--- src/rtl/alu_bus_rr_arbiter_pkg.sv ---
// Shared definitions for the ALU result-mux round-robin arbiter:
// state encoding, width helper and the legal requester counts.
package alu_arb_pkg;

    typedef enum logic {
        ARB_IDLE  = 1'b0,
        ARB_GRANT = 1'b1
    } arb_state_e;

    localparam int N_LEGAL_A = 16;
    localparam int N_LEGAL_B = 32;

    function automatic int clog2(input int value);
        int w;
        w = 0;
        while ((1 << w) < value) w++;
        return (w < 1) ? 1 : w;
    endfunction

    function automatic bit legal_n(input int n);
        return (n == N_LEGAL_A) || (n == N_LEGAL_B);
    endfunction

endpackage

--- src/rtl/alu_bus_rr_arbiter_if.sv ---
// Request/select bundle between the requesting units and the arbiter.
// The master side raises requests; the slave side (arbiter) drives the mux select.
interface alu_bus_rr_arbiter_if #(
    parameter int N = 16
);
    localparam int IDX_W = $clog2(N);

    logic [N-1:0]     req;
    logic [N-1:0]     sel;
    logic [IDX_W-1:0] grant_id;
    logic             busy;

    modport master (output req, input sel, input grant_id, input busy);
    modport slave  (input req, output sel, output grant_id, output busy);
endinterface

--- src/rtl/alu_bus_rr_arbiter_rr_pick.sv ---
// Combinational round-robin picker: first set bit of (req & ~mask)
// searching start, start+1, ... wrapping modulo N.
module rr_pick
    import alu_arb_pkg::*;
#(
    parameter  int N     = 16,
    localparam int IDX_W = clog2(N)
) (
    input  logic [N-1:0]     req,
    input  logic [N-1:0]     mask,
    input  logic [IDX_W-1:0] start,
    output logic             found,
    output logic [IDX_W-1:0] idx,
    output logic [N-1:0]     onehot
);

    logic [N-1:0]     cand;
    logic [2*N-1:0]   dbl;
    logic [N-1:0]     rot;
    logic [IDX_W-1:0] ffs;

    always_comb begin
        cand = req & ~mask;
        // Doubling the vector turns the right-rotate into a plain shift.
        dbl  = {cand, cand} >> start;
        rot  = dbl[N-1:0];
        found = |rot;
        ffs = '0;
        for (int i = N - 1; i >= 0; i--) begin
            if (rot[i]) ffs = IDX_W'(i);
        end
        // N is a power of two, so the IDX_W-bit add wraps modulo N for free.
        idx    = ffs + start;
        onehot = found ? (N'(1) << idx) : '0;
    end

endmodule

--- src/rtl/alu_bus_rr_arbiter.sv ---
// Round-robin owner of the ALU result mux select: holds a grant while requested,
// hands over back-to-back on release or hold timeout, all outputs registered.
module alu_bus_rr_arbiter
    import alu_arb_pkg::*;
#(
    parameter  int N        = 16,
    parameter  int MAX_HOLD = 4,
    localparam int IDX_W    = clog2(N)
) (
    input  logic              clk,
    input  logic              rst_n,
    alu_bus_rr_arbiter_if.slave bus
);

    localparam int HC_W      = (MAX_HOLD > 1) ? clog2(MAX_HOLD) : 1;
    localparam int HOLD_LAST = (MAX_HOLD == 0) ? 0 : MAX_HOLD - 1;

    if (!legal_n(N)) begin : g_bad_n
        $error("alu_bus_rr_arbiter: N must be 16 or 32");
    end

    arb_state_e       state_q, state_d;
    logic [IDX_W-1:0] ptr_q, ptr_d;
    logic [HC_W-1:0]  hold_cnt_q, hold_cnt_d;
    logic [N-1:0]     sel_q, sel_d;
    logic [IDX_W-1:0] gid_q, gid_d;
    logic             busy_q, busy_d;

    logic [N-1:0]     pick_mask;
    logic [IDX_W-1:0] pick_start;
    logic             pick_found;
    logic [IDX_W-1:0] pick_idx;
    logic [N-1:0]     pick_onehot;
    logic             released;
    logic             timeout;

    // Owner bit is masked while granted; on release it is already low, so the
    // same search serves both the release and the timeout handover.
    assign pick_mask  = (state_q == ARB_GRANT) ? sel_q : '0;
    assign pick_start = (state_q == ARB_GRANT) ? gid_q + IDX_W'(1) : ptr_q;
    assign released   = ~bus.req[gid_q];
    assign timeout    = (MAX_HOLD != 0) && (hold_cnt_q == HC_W'(HOLD_LAST));

    rr_pick #(.N(N)) u_pick (
        .req    (bus.req),
        .mask   (pick_mask),
        .start  (pick_start),
        .found  (pick_found),
        .idx    (pick_idx),
        .onehot (pick_onehot)
    );

    always_comb begin
        state_d    = state_q;
        ptr_d      = ptr_q;
        hold_cnt_d = hold_cnt_q;
        sel_d      = sel_q;
        gid_d      = gid_q;

        case (state_q)
            ARB_IDLE: begin
                if (pick_found) begin
                    state_d    = ARB_GRANT;
                    sel_d      = pick_onehot;
                    gid_d      = pick_idx;
                    hold_cnt_d = '0;
                end
            end
            ARB_GRANT: begin
                if (released) begin
                    ptr_d      = gid_q + IDX_W'(1);
                    hold_cnt_d = '0;
                    if (pick_found) begin
                        sel_d = pick_onehot;
                        gid_d = pick_idx;
                    end else begin
                        state_d = ARB_IDLE;
                        sel_d   = '0;
                        gid_d   = '0;
                    end
                end else if (timeout) begin
                    hold_cnt_d = '0;
                    // With no other requester the grant is renewed in place.
                    if (pick_found) begin
                        ptr_d = gid_q + IDX_W'(1);
                        sel_d = pick_onehot;
                        gid_d = pick_idx;
                    end
                end else if (MAX_HOLD != 0) begin
                    hold_cnt_d = hold_cnt_q + HC_W'(1);
                end
            end
            default: begin
                state_d = ARB_IDLE;
                sel_d   = '0;
                gid_d   = '0;
            end
        endcase

        busy_d = |sel_d;
    end

    always_ff @(posedge clk) begin
        if (!rst_n) begin
            state_q    <= ARB_IDLE;
            ptr_q      <= '0;
            hold_cnt_q <= '0;
            sel_q      <= '0;
            gid_q      <= '0;
            busy_q     <= 1'b0;
        end else begin
            state_q    <= state_d;
            ptr_q      <= ptr_d;
            hold_cnt_q <= hold_cnt_d;
            sel_q      <= sel_d;
            gid_q      <= gid_d;
            busy_q     <= busy_d;
        end
    end

    assign bus.sel      = sel_q;
    assign bus.grant_id = gid_q;
    assign bus.busy     = busy_q;

endmodule

--- src/flat_wrapper.sv ---
// flat-port wrapper written by rule: the top's interface ports become plain ports
module alu_bus_rr_arbiter_flat import alu_arb_pkg::*;
#(
    parameter  int N        = 16,
    parameter  int MAX_HOLD = 4,
    localparam int IDX_W    = clog2(N)
)
  (clk, rst_n, bus_req, bus_sel, bus_grant_id, bus_busy);
  alu_bus_rr_arbiter_if #(.N(N)) bus_i ();
  input  logic clk;
  input  logic rst_n;
  input wire logic [$bits(bus_i.req)-1:0] bus_req;
  output wire logic [$bits(bus_i.sel)-1:0] bus_sel;
  output wire logic [$bits(bus_i.grant_id)-1:0] bus_grant_id;
  output wire logic [$bits(bus_i.busy)-1:0] bus_busy;
  assign bus_i.req = bus_req;
  assign bus_sel = bus_i.sel;
  assign bus_grant_id = bus_i.grant_id;
  assign bus_busy = bus_i.busy;
  alu_bus_rr_arbiter #(.N(N), .MAX_HOLD(MAX_HOLD)) u_core (.clk(clk), .rst_n(rst_n), .bus(bus_i));
endmodule
--- config.mk ---
export PLATFORM = sky130hd
export DESIGN_NAME = alu_bus_rr_arbiter_flat
export DESIGN_NICKNAME = d
export VERILOG_FILES = /design/src/rtl/alu_bus_rr_arbiter_pkg.sv /design/src/rtl/alu_bus_rr_arbiter_if.sv /design/src/rtl/alu_bus_rr_arbiter_rr_pick.sv /design/src/rtl/alu_bus_rr_arbiter.sv /design/src/flat_wrapper.sv
export SDC_FILE = /design/constraint.sdc
export NUM_CORES = 1
export LEC_CHECK = 0
export ABC_AREA = 1
export CAP_MARGIN = 10
export CORE_ASPECT_RATIO = 1.25
export CORE_MARGIN = 2
export CORE_UTILIZATION = 50
export CTS_CLUSTER_SIZE = 10
export DETAILED_ROUTE_END_ITERATION = 12
export PLACE_DENSITY = 0.7
export SKIP_LAST_GASP = 1
export SLEW_MARGIN = 20
export SYNTH_ARGS = -nofsm -noshare
export SYNTH_HDL_FRONTEND = slang
export SYNTH_SLANG_ARGS = --single-unit
--- constraint.sdc ---
create_clock -name clk -period 4.6 [get_ports clk]
set_clock_uncertainty 0.2 [all_clocks]
set_input_delay 0.46 -clock clk [delete_from_list [all_inputs] [get_ports clk]]
set_output_delay 0.46 -clock clk [all_outputs]
set_load 0.02 [all_outputs]
==> flow_summary.toml, run 1 <==
[synth]
synth.top_cells.by_area = "sky130_fd_sc_hd__nand2_1 (29%), sky130_fd_sc_hd__dfxtp_1 (18%), sky130_fd_sc_hd__nand3_1 (16%)"
synth-seq-area-share = 0.177
mapped_nets = 599
syn_inst = 575
avgSynthCellArea_um2 = 5.49
mappedNetlistArea_um2 = 3160
count_of_distinct_cell_types_in_the_synthesized_netlist = 40
synth_largest_type_area_fraction = 0.288
ys.warnings.count = 0
ys_seq_elements = 28
yosys.area.top_type = "sky130_fd_sc_hd__nand2_1"

[global_routing]
vias_in_the_first_global_route = 3647
total_routing_usage_reported_by_global_routing = 0.313
grt_pass1_wl_mm = 17.0
grt_antenna_before_repair = 0
grt_remaining_overflow = 0
grt_max_degree = 23

[final_layout]
fin_cells = 711
areaGrowthSynthToFinish_pct = 27.0
n_antenna_cell = 0
finish.net_count = 651
final_layout_size_suffix_gt1_frac = 0.158
finish.instance_area_um2 = 4010

[sta]
postLayoutSetupSlackWorst_ns = 0.297
timing.final.crit_period_ns = 4.30
timing.slew.headroom = 0.554
setup_viol = 0
hold_violations_final = 0
post-route-period-util = 0.935
timing.final.max_slew_violations = 0
finalSetupTns_ns = 0
timing.fmax_mhz = 232
worst_pin_slew_ns = 0.668

[place]
placed_cells = 690
io_buffer_count = 38
gpl.final_weighted_congestion = 0.979
placed_cell_area_um2 = 3600
detailedPlacementHpwl_mm = 8.05
dp_slack_ns = 0.00488

[die]
fp-row-count = 32
num_io_pins = 39
width_of_the_die_um = 75.1
core_area_um2 = 6130
die_y_um = 92.9
start_util = 0.516
die-area_um2 = 6970

[critical_path]
critPathRequiredTime_ns = 4.61
timing.critical_path.fanout_max = 7
endpoint_kind = "register"
cp.arrival_ns = 4.32
reg2reg_setup_slack_ns = 0.30
path_common_cell = "sky130_fd_sc_hd__nand2_1"
timing.critical_path.slowest_cell_delay_ns = 0.58
worst_path_max_delay_cell = "sky130_fd_sc_hd__fa_2"
critPathKind = "reg -> reg"
worst_setup_path_start_kind = "register"

[clocking]
postCtsHoldBufs = 0
cts_tree = "done"
post_cts_clock_slew_at_the_launch_and_capture_registers_of_the_worst_setup_and_hold_paths_ns = 0.11
h-tree-depth = 1
number_of_buffers_added_by_the_clock_tree_synthesis_step = 3
clockRootBuffer = "sky130_fd_sc_hd__clkbuf_8"
clock-sinks = 28
insertion_delay_ns = 0.29
clk_path_buf_depth = 2

[hold_path]
hp-class = "reg -> reg"

[pwr]
leakage_nw = 1.99
power.ir.vdd_worst_mv = 0.397
report.power.total_mw = 2.77
pwr_density_cell_nw_per_um2 = 690

[run_status]
status = "finished clean"

[drt]
num_vias = 3990
viasPerCell = 5.61
wire_per_inst_um = 15.1
ant_nets = 0
drt_first_iter_violations = 352
detail_route.wirelength_mm = 10.7
pre_repair_dr_iteration_count = 5
detail_route.drc_violations = 0

[flow_run]
timing.max_cap.violations = 0
-- path summary, 6_finish.rpt --
path | from | to | depth (start not counted)
max | u_core.state_q | u_core.bus.busy | 31
min | u_core.hold_cnt_q[0] | u_core.hold_cnt_q[0] | 1
max reg2reg | u_core.state_q | u_core.bus.busy | 31
min reg2reg | u_core.hold_cnt_q[0] | u_core.hold_cnt_q[0] | 1
-- placed cells by master (no fill, tap or decap), types with 2 or more instances in the layout --
cell,count
sky130_fd_sc_hd__o21ai_4,3
sky130_fd_sc_hd__buf_4,21
sky130_fd_sc_hd__o21a_1,3
sky130_fd_sc_hd__nand2_8,2
sky130_fd_sc_hd__clkdlybuf4s50_1,38
sky130_fd_sc_hd__buf_12,3
sky130_fd_sc_hd__o21ai_1,2
sky130_fd_sc_hd__nand2_2,11
sky130_fd_sc_hd__buf_6,3
sky130_fd_sc_hd__nand3_2,10
sky130_fd_sc_hd__nand2_4,5
sky130_fd_sc_hd__inv_1,30
sky130_fd_sc_hd__nor2_1,41
sky130_fd_sc_hd__inv_2,9
sky130_fd_sc_hd__dfxtp_1,25
sky130_fd_sc_hd__nand3b_1,2
sky130_fd_sc_hd__ha_1,3
sky130_fd_sc_hd__nor2_4,3
sky130_fd_sc_hd__or2_2,5
sky130_fd_sc_hd__and2_1,2
sky130_fd_sc_hd__nor2_2,6
sky130_fd_sc_hd__o211ai_1,3
sky130_fd_sc_hd__nand3_1,91
sky130_fd_sc_hd__dfxtp_4,2
sky130_fd_sc_hd__clkbuf_8,3
sky130_fd_sc_hd__a21oi_1,33
sky130_fd_sc_hd__o21ai_0,9
sky130_fd_sc_hd__nand2_1,237
-- worst max-delay path: cells and delay by family (launching register included) --
family	cells	cell delay, ns
and+or+nand+nor	19	1.61
AOI/OAI and AO/OA	6	0.80
adders and majority gates	2	0.78
buffers and inverters	4	0.43
DFF	1	0.40
-- flip-flops by register name (all words and copies together) (netlist names) --
signal,cells
u_core.bus.busy,1
u_core.bus.grant_id,4
u_core.bus.sel,16
u_core.hold_cnt_q,2
u_core.ptr_q,4
u_core.state_q,1
-- through the flow --
stage,hold WS (ns),utilization
6_report,0.264,0.655
4_1_cts,0.270,0.600
3_5_place_dp,0.254,0.588
3_3_place_gp,0.246,0.588
5_1_grt,0.293,0.655
2_1_floorplan,0.231,-
-- cell type report --
type | instances | area, um^2
sequential | 28 | 569
multi-input combinational | 487 | 2460
clock inverter | 1 | 30.0
fill | 599 | 2110
tap | 85 | 106
clock buffer | 3 | 41.3
inverter | 40 | 153
timing repair buffer | 67 | 654
-- metal layers --
| layer | global-route usage | up-vias | routed length [um] |
|---|---|---|---|
| met4 | 0.126 | 0 | 432 |
| met3 | 0.0359 | 42 | 587 |
| met1 | 0.386 | 1788 | 4230 |
| li1 | - | 1970 | - |
| met5 | 0 | - | 0 |
| met2 | 0.536 | 190 | 5460 |
-- cells by family (layout without fill, tap and decap cells) --
kind of cell               count (synthesis)  in the layout  share of synthesized area
and+or+nand+nor                          417            417                      0.576
buffers and inverters                     61            111                     0.0954
AOI/OAI and AO/OA                         60             61                      0.114
DFF                                       28             28                      0.177
adders and majority gates                  6              6                     0.0261
xor gates and xnor gates                   3              3                     0.0107
-- cells in the mapped netlist --
cell type                  instances
sky130_fd_sc_hd__a21boi_0          1
sky130_fd_sc_hd__a21boi_4          1
sky130_fd_sc_hd__a21oi_1          33
sky130_fd_sc_hd__a221o_1           1
sky130_fd_sc_hd__a221oi_1          1
sky130_fd_sc_hd__a31oi_1           2
sky130_fd_sc_hd__a32o_1            1
sky130_fd_sc_hd__and2_1            2
sky130_fd_sc_hd__buf_1             1
sky130_fd_sc_hd__buf_2             6
sky130_fd_sc_hd__buf_4             5
sky130_fd_sc_hd__buf_6             6
sky130_fd_sc_hd__clkbuf_1          2
sky130_fd_sc_hd__clkbuf_2          1
sky130_fd_sc_hd__dfxtp_1          28
sky130_fd_sc_hd__fa_1              1
sky130_fd_sc_hd__ha_1              5
sky130_fd_sc_hd__inv_1            34
sky130_fd_sc_hd__inv_2             6
sky130_fd_sc_hd__nand2_1         242
sky130_fd_sc_hd__nand2_2           8
sky130_fd_sc_hd__nand2_4           5
sky130_fd_sc_hd__nand3_1          99
sky130_fd_sc_hd__nand3_2           2
sky130_fd_sc_hd__nand3b_1          2
sky130_fd_sc_hd__nand4_1           1
sky130_fd_sc_hd__nor2_1           43
sky130_fd_sc_hd__nor2_2            5
sky130_fd_sc_hd__nor2_4            2
sky130_fd_sc_hd__o211ai_1          3
sky130_fd_sc_hd__o21a_1            3
sky130_fd_sc_hd__o21ai_0          10
sky130_fd_sc_hd__o21ai_1           2
sky130_fd_sc_hd__o21ai_4           1
sky130_fd_sc_hd__o21bai_1          1
sky130_fd_sc_hd__or2_2             5
sky130_fd_sc_hd__or3b_2            1
sky130_fd_sc_hd__xnor2_1           1
sky130_fd_sc_hd__xor2_1            1
sky130_fd_sc_hd__xor2_2            1
-- what timing repair did --
item | CTS | global route
gates cloned | 0 | 2
endpoints found under the setup margin | 1 | 18
pin swaps | 0 | 14
setup buffers | 0 | 15
resized for setup | 1 | 50
-- power by group --
part           leakage [nW]  total, mW  internal, mW  switching [mW]
Sequential            0.230      0.398         0.315          0.0830
Combinational          1.72       2.17         0.829            1.34
Clock                0.0357      0.206         0.117          0.0888
Total                  1.99       2.77          1.26            1.51
Power figures use the tool's default switching activity.
==> run 2, diff against run 1 <==
--- a/config.mk
+++ b/config.mk
@@ -8,10 +8,11 @@
 export ABC_AREA = 1
 export CAP_MARGIN = 10
 export CORE_ASPECT_RATIO = 1.25
-export CORE_MARGIN = 2
+export CORE_MARGIN = 5
 export CORE_UTILIZATION = 50
 export CTS_CLUSTER_SIZE = 10
 export DETAILED_ROUTE_END_ITERATION = 12
+export GPL_TIMING_DRIVEN = 0
 export PLACE_DENSITY = 0.7
 export SKIP_LAST_GASP = 1
 export SLEW_MARGIN = 20
==> run 2 against run 1 <==
Net effect: non-clock buffer count rose by 1; critical endpoint unchanged; setup slack got worse by 0.058 ns; via count decreased by 1.3%; routed wire length increased by 3.8%; largest power group unchanged; combinational power is 2% lower; worst hold slack gained 0.012 ns; global-route usage shrank 4.0 points.
==> flow_summary.toml, run 2 (synthesis results as in run 1) <==
[place]
placed_cell_area_um2 = 3650
detailedPlacementHpwl_mm = 8.72
gpl.final_weighted_congestion = 1.01
dp_slack_ns = -0.114
io_buffer_count = 38

[die]
die_y_um = 98.9
num_io_pins = 39
start_util = 0.512
width_of_the_die_um = 81.1
fp-row-count = 32
core_area_um2 = 6170
die-area_um2 = 8020

[sta]
timing.fmax_mhz = 229
hold_violations_final = 0
timing.final.crit_period_ns = 4.36
timing.slew.headroom = 0.592
timing.final.max_slew_violations = 0
worst_pin_slew_ns = 0.611
finalSetupTns_ns = 0
post-route-period-util = 0.948
postLayoutSetupSlackWorst_ns = 0.239
setup_viol = 0

[drt]
wire_per_inst_um = 15.6
detail_route.drc_violations = 0
num_vias = 3939
viasPerCell = 5.53
pre_repair_dr_iteration_count = 5
ant_nets = 0
drt_first_iter_violations = 309
detail_route.wirelength_mm = 11.1

[critical_path]
path_buf_inv = 4
path_common_cell = "sky130_fd_sc_hd__nand2_1"
worst_setup_path_start_kind = "register"
critical-path-top-delay-family = "simple AND/OR/NAND/NOR gates"
critPathRequiredTime_ns = 4.61
endpoint_kind = "register"
timing.critical_path.slowest_cell_delay_ns = 0.56
cp.arrival_ns = 4.37
critPathKind = "reg -> reg"
timing.critical_path.fanout_max = 11
worst_path_max_delay_cell = "sky130_fd_sc_hd__fa_2"

[run_status]
status = "finished clean"

[global_routing]
grt_remaining_overflow = 0
total_routing_usage_reported_by_global_routing = 0.272
vias_in_the_first_global_route = 3708
grt_antenna_before_repair = 0
grt_pass1_wl_mm = 17.3
grt_max_degree = 17

[final_layout]
final_core_util = 0.650
finish.net_count = 652
largest_register_ff_count = 16
areaGrowthSynthToFinish_pct = 26.8
n_antenna_cell = 0
finish.instance_area_um2 = 4010
most-common-layout-cells = "sky130_fd_sc_hd__nand2_1 (235), sky130_fd_sc_hd__nand3_1 (86), sky130_fd_sc_hd__nor2_1 (42)"
most_common_cell_after_layout_fill_and_taps_aside = "sky130_fd_sc_hd__nand2_1"
final_layout_size_suffix_gt1_frac = 0.163

[clocking]
insertion_delay_ns = 0.28
h-tree-depth = 1
clockRootBuffer = "sky130_fd_sc_hd__clkbuf_8"
clk_path_buf_depth = 2
post_cts_clock_slew_at_the_launch_and_capture_registers_of_the_worst_setup_and_hold_paths_ns = 0.10
cts_tree = "done"
number_of_buffers_added_by_the_clock_tree_synthesis_step = 3
clock-sinks = 28

[pwr]
power.ir.vdd_worst_mv = 0.413
leakage_nw = 1.99
pwr_density_cell_nw_per_um2 = 681

[flow_run]
timing.max_cap.violations = 0

[hold_path]
hp-class = "reg -> reg"
run 2: cell count changes in the layout (fill, tap and decap cells not counted), sizes merged:
| cell | previous run | this run |
|---|---|---|
| buf | 28 | 27 |
| clkbuf | 4 | 6 |
run 2: metal layers:
layer | vias to the layer above | GRT usage | wire length (um)
met5 | - | 0 | 0
met4 | 0 | 0.155 | 616
met3 | 51 | 0.0265 | 632
met2 | 180 | 0.464 | 5410
met1 | 1744 | 0.327 | 4450
li1 | 1964 | - | -
run 2: power breakdown:
| part | total (mW) | switching (mW) | internal (mW) |
|---|---|---|---|
| Combinational | 2.13 | 1.33 | 0.793 |
| Sequential | 0.404 | 0.0886 | 0.316 |
| Clock | 0.197 | 0.0803 | 0.117 |
| Total | 2.73 | 1.50 | 1.23 |
run 2: worst reg2reg max path, delay by kind of cell (launching register included):
family | cells | cell delay, ns
buffers and inverters | 4 | 0.44
AO/OA/AOI/OAI | 5 | 0.65
flip-flops | 1 | 0.39
adder cells (fa/ha/maj) | 2 | 0.77
AND/OR/NAND/NOR | 17 | 1.83
run 2: per-stage QoR:
| step | hold slack, ns | power (mW) | cells |
|---|---|---|---|
| 2_1_floorplan | 0.231 | 1.79 | 575 |
| 6_report | 0.275 | 2.73 | 712 |
| 5_1_grt | 0.299 | 2.95 | 712 |
| 4_1_cts | 0.266 | 2.52 | 703 |
| 3_5_place_dp | 0.253 | 2.31 | 698 |
| 3_3_place_gp | 0.244 | 2.29 | 698 |
run 2: final timing paths:
kind | startpoint | to | slack (ns) | cells after the start
worst max-delay path | u_core.state_q | u_core.bus.busy | 0.24 | 28
worst min register to register | u_core.hold_cnt_q[1] | u_core.hold_cnt_q[1] | 0.28 | 2
worst min-delay path | u_core.hold_cnt_q[1] | u_core.hold_cnt_q[1] | 0.28 | 2
worst max register to register | u_core.state_q | u_core.bus.busy | 0.24 | 28
run 2: final cells by class:
class                   instances  area, um^2
plain buffers                  21         206
clock buffers                   3        41.3
clock inverters                 1        30.0
fillers                       613        2160
inverters                      40         153
multi-input cells             487        2450
flip-flops and latches         28         572
well taps                      85         106
repair buffers                 47         443
run 2: timing repair:
| item | in CTS | in global routing |
|---|---|---|
| endpoints found under the hold margin | 0 | 0 |
| buffers inserted | 1 | 6 |
| hold buffers | 0 | 0 |
| cloned | 0 | 3 |
| endpoints found under the setup margin | 1 | 14 |
| gates resized for setup | 4 | 61 |
| pin swaps | 1 | 11 |
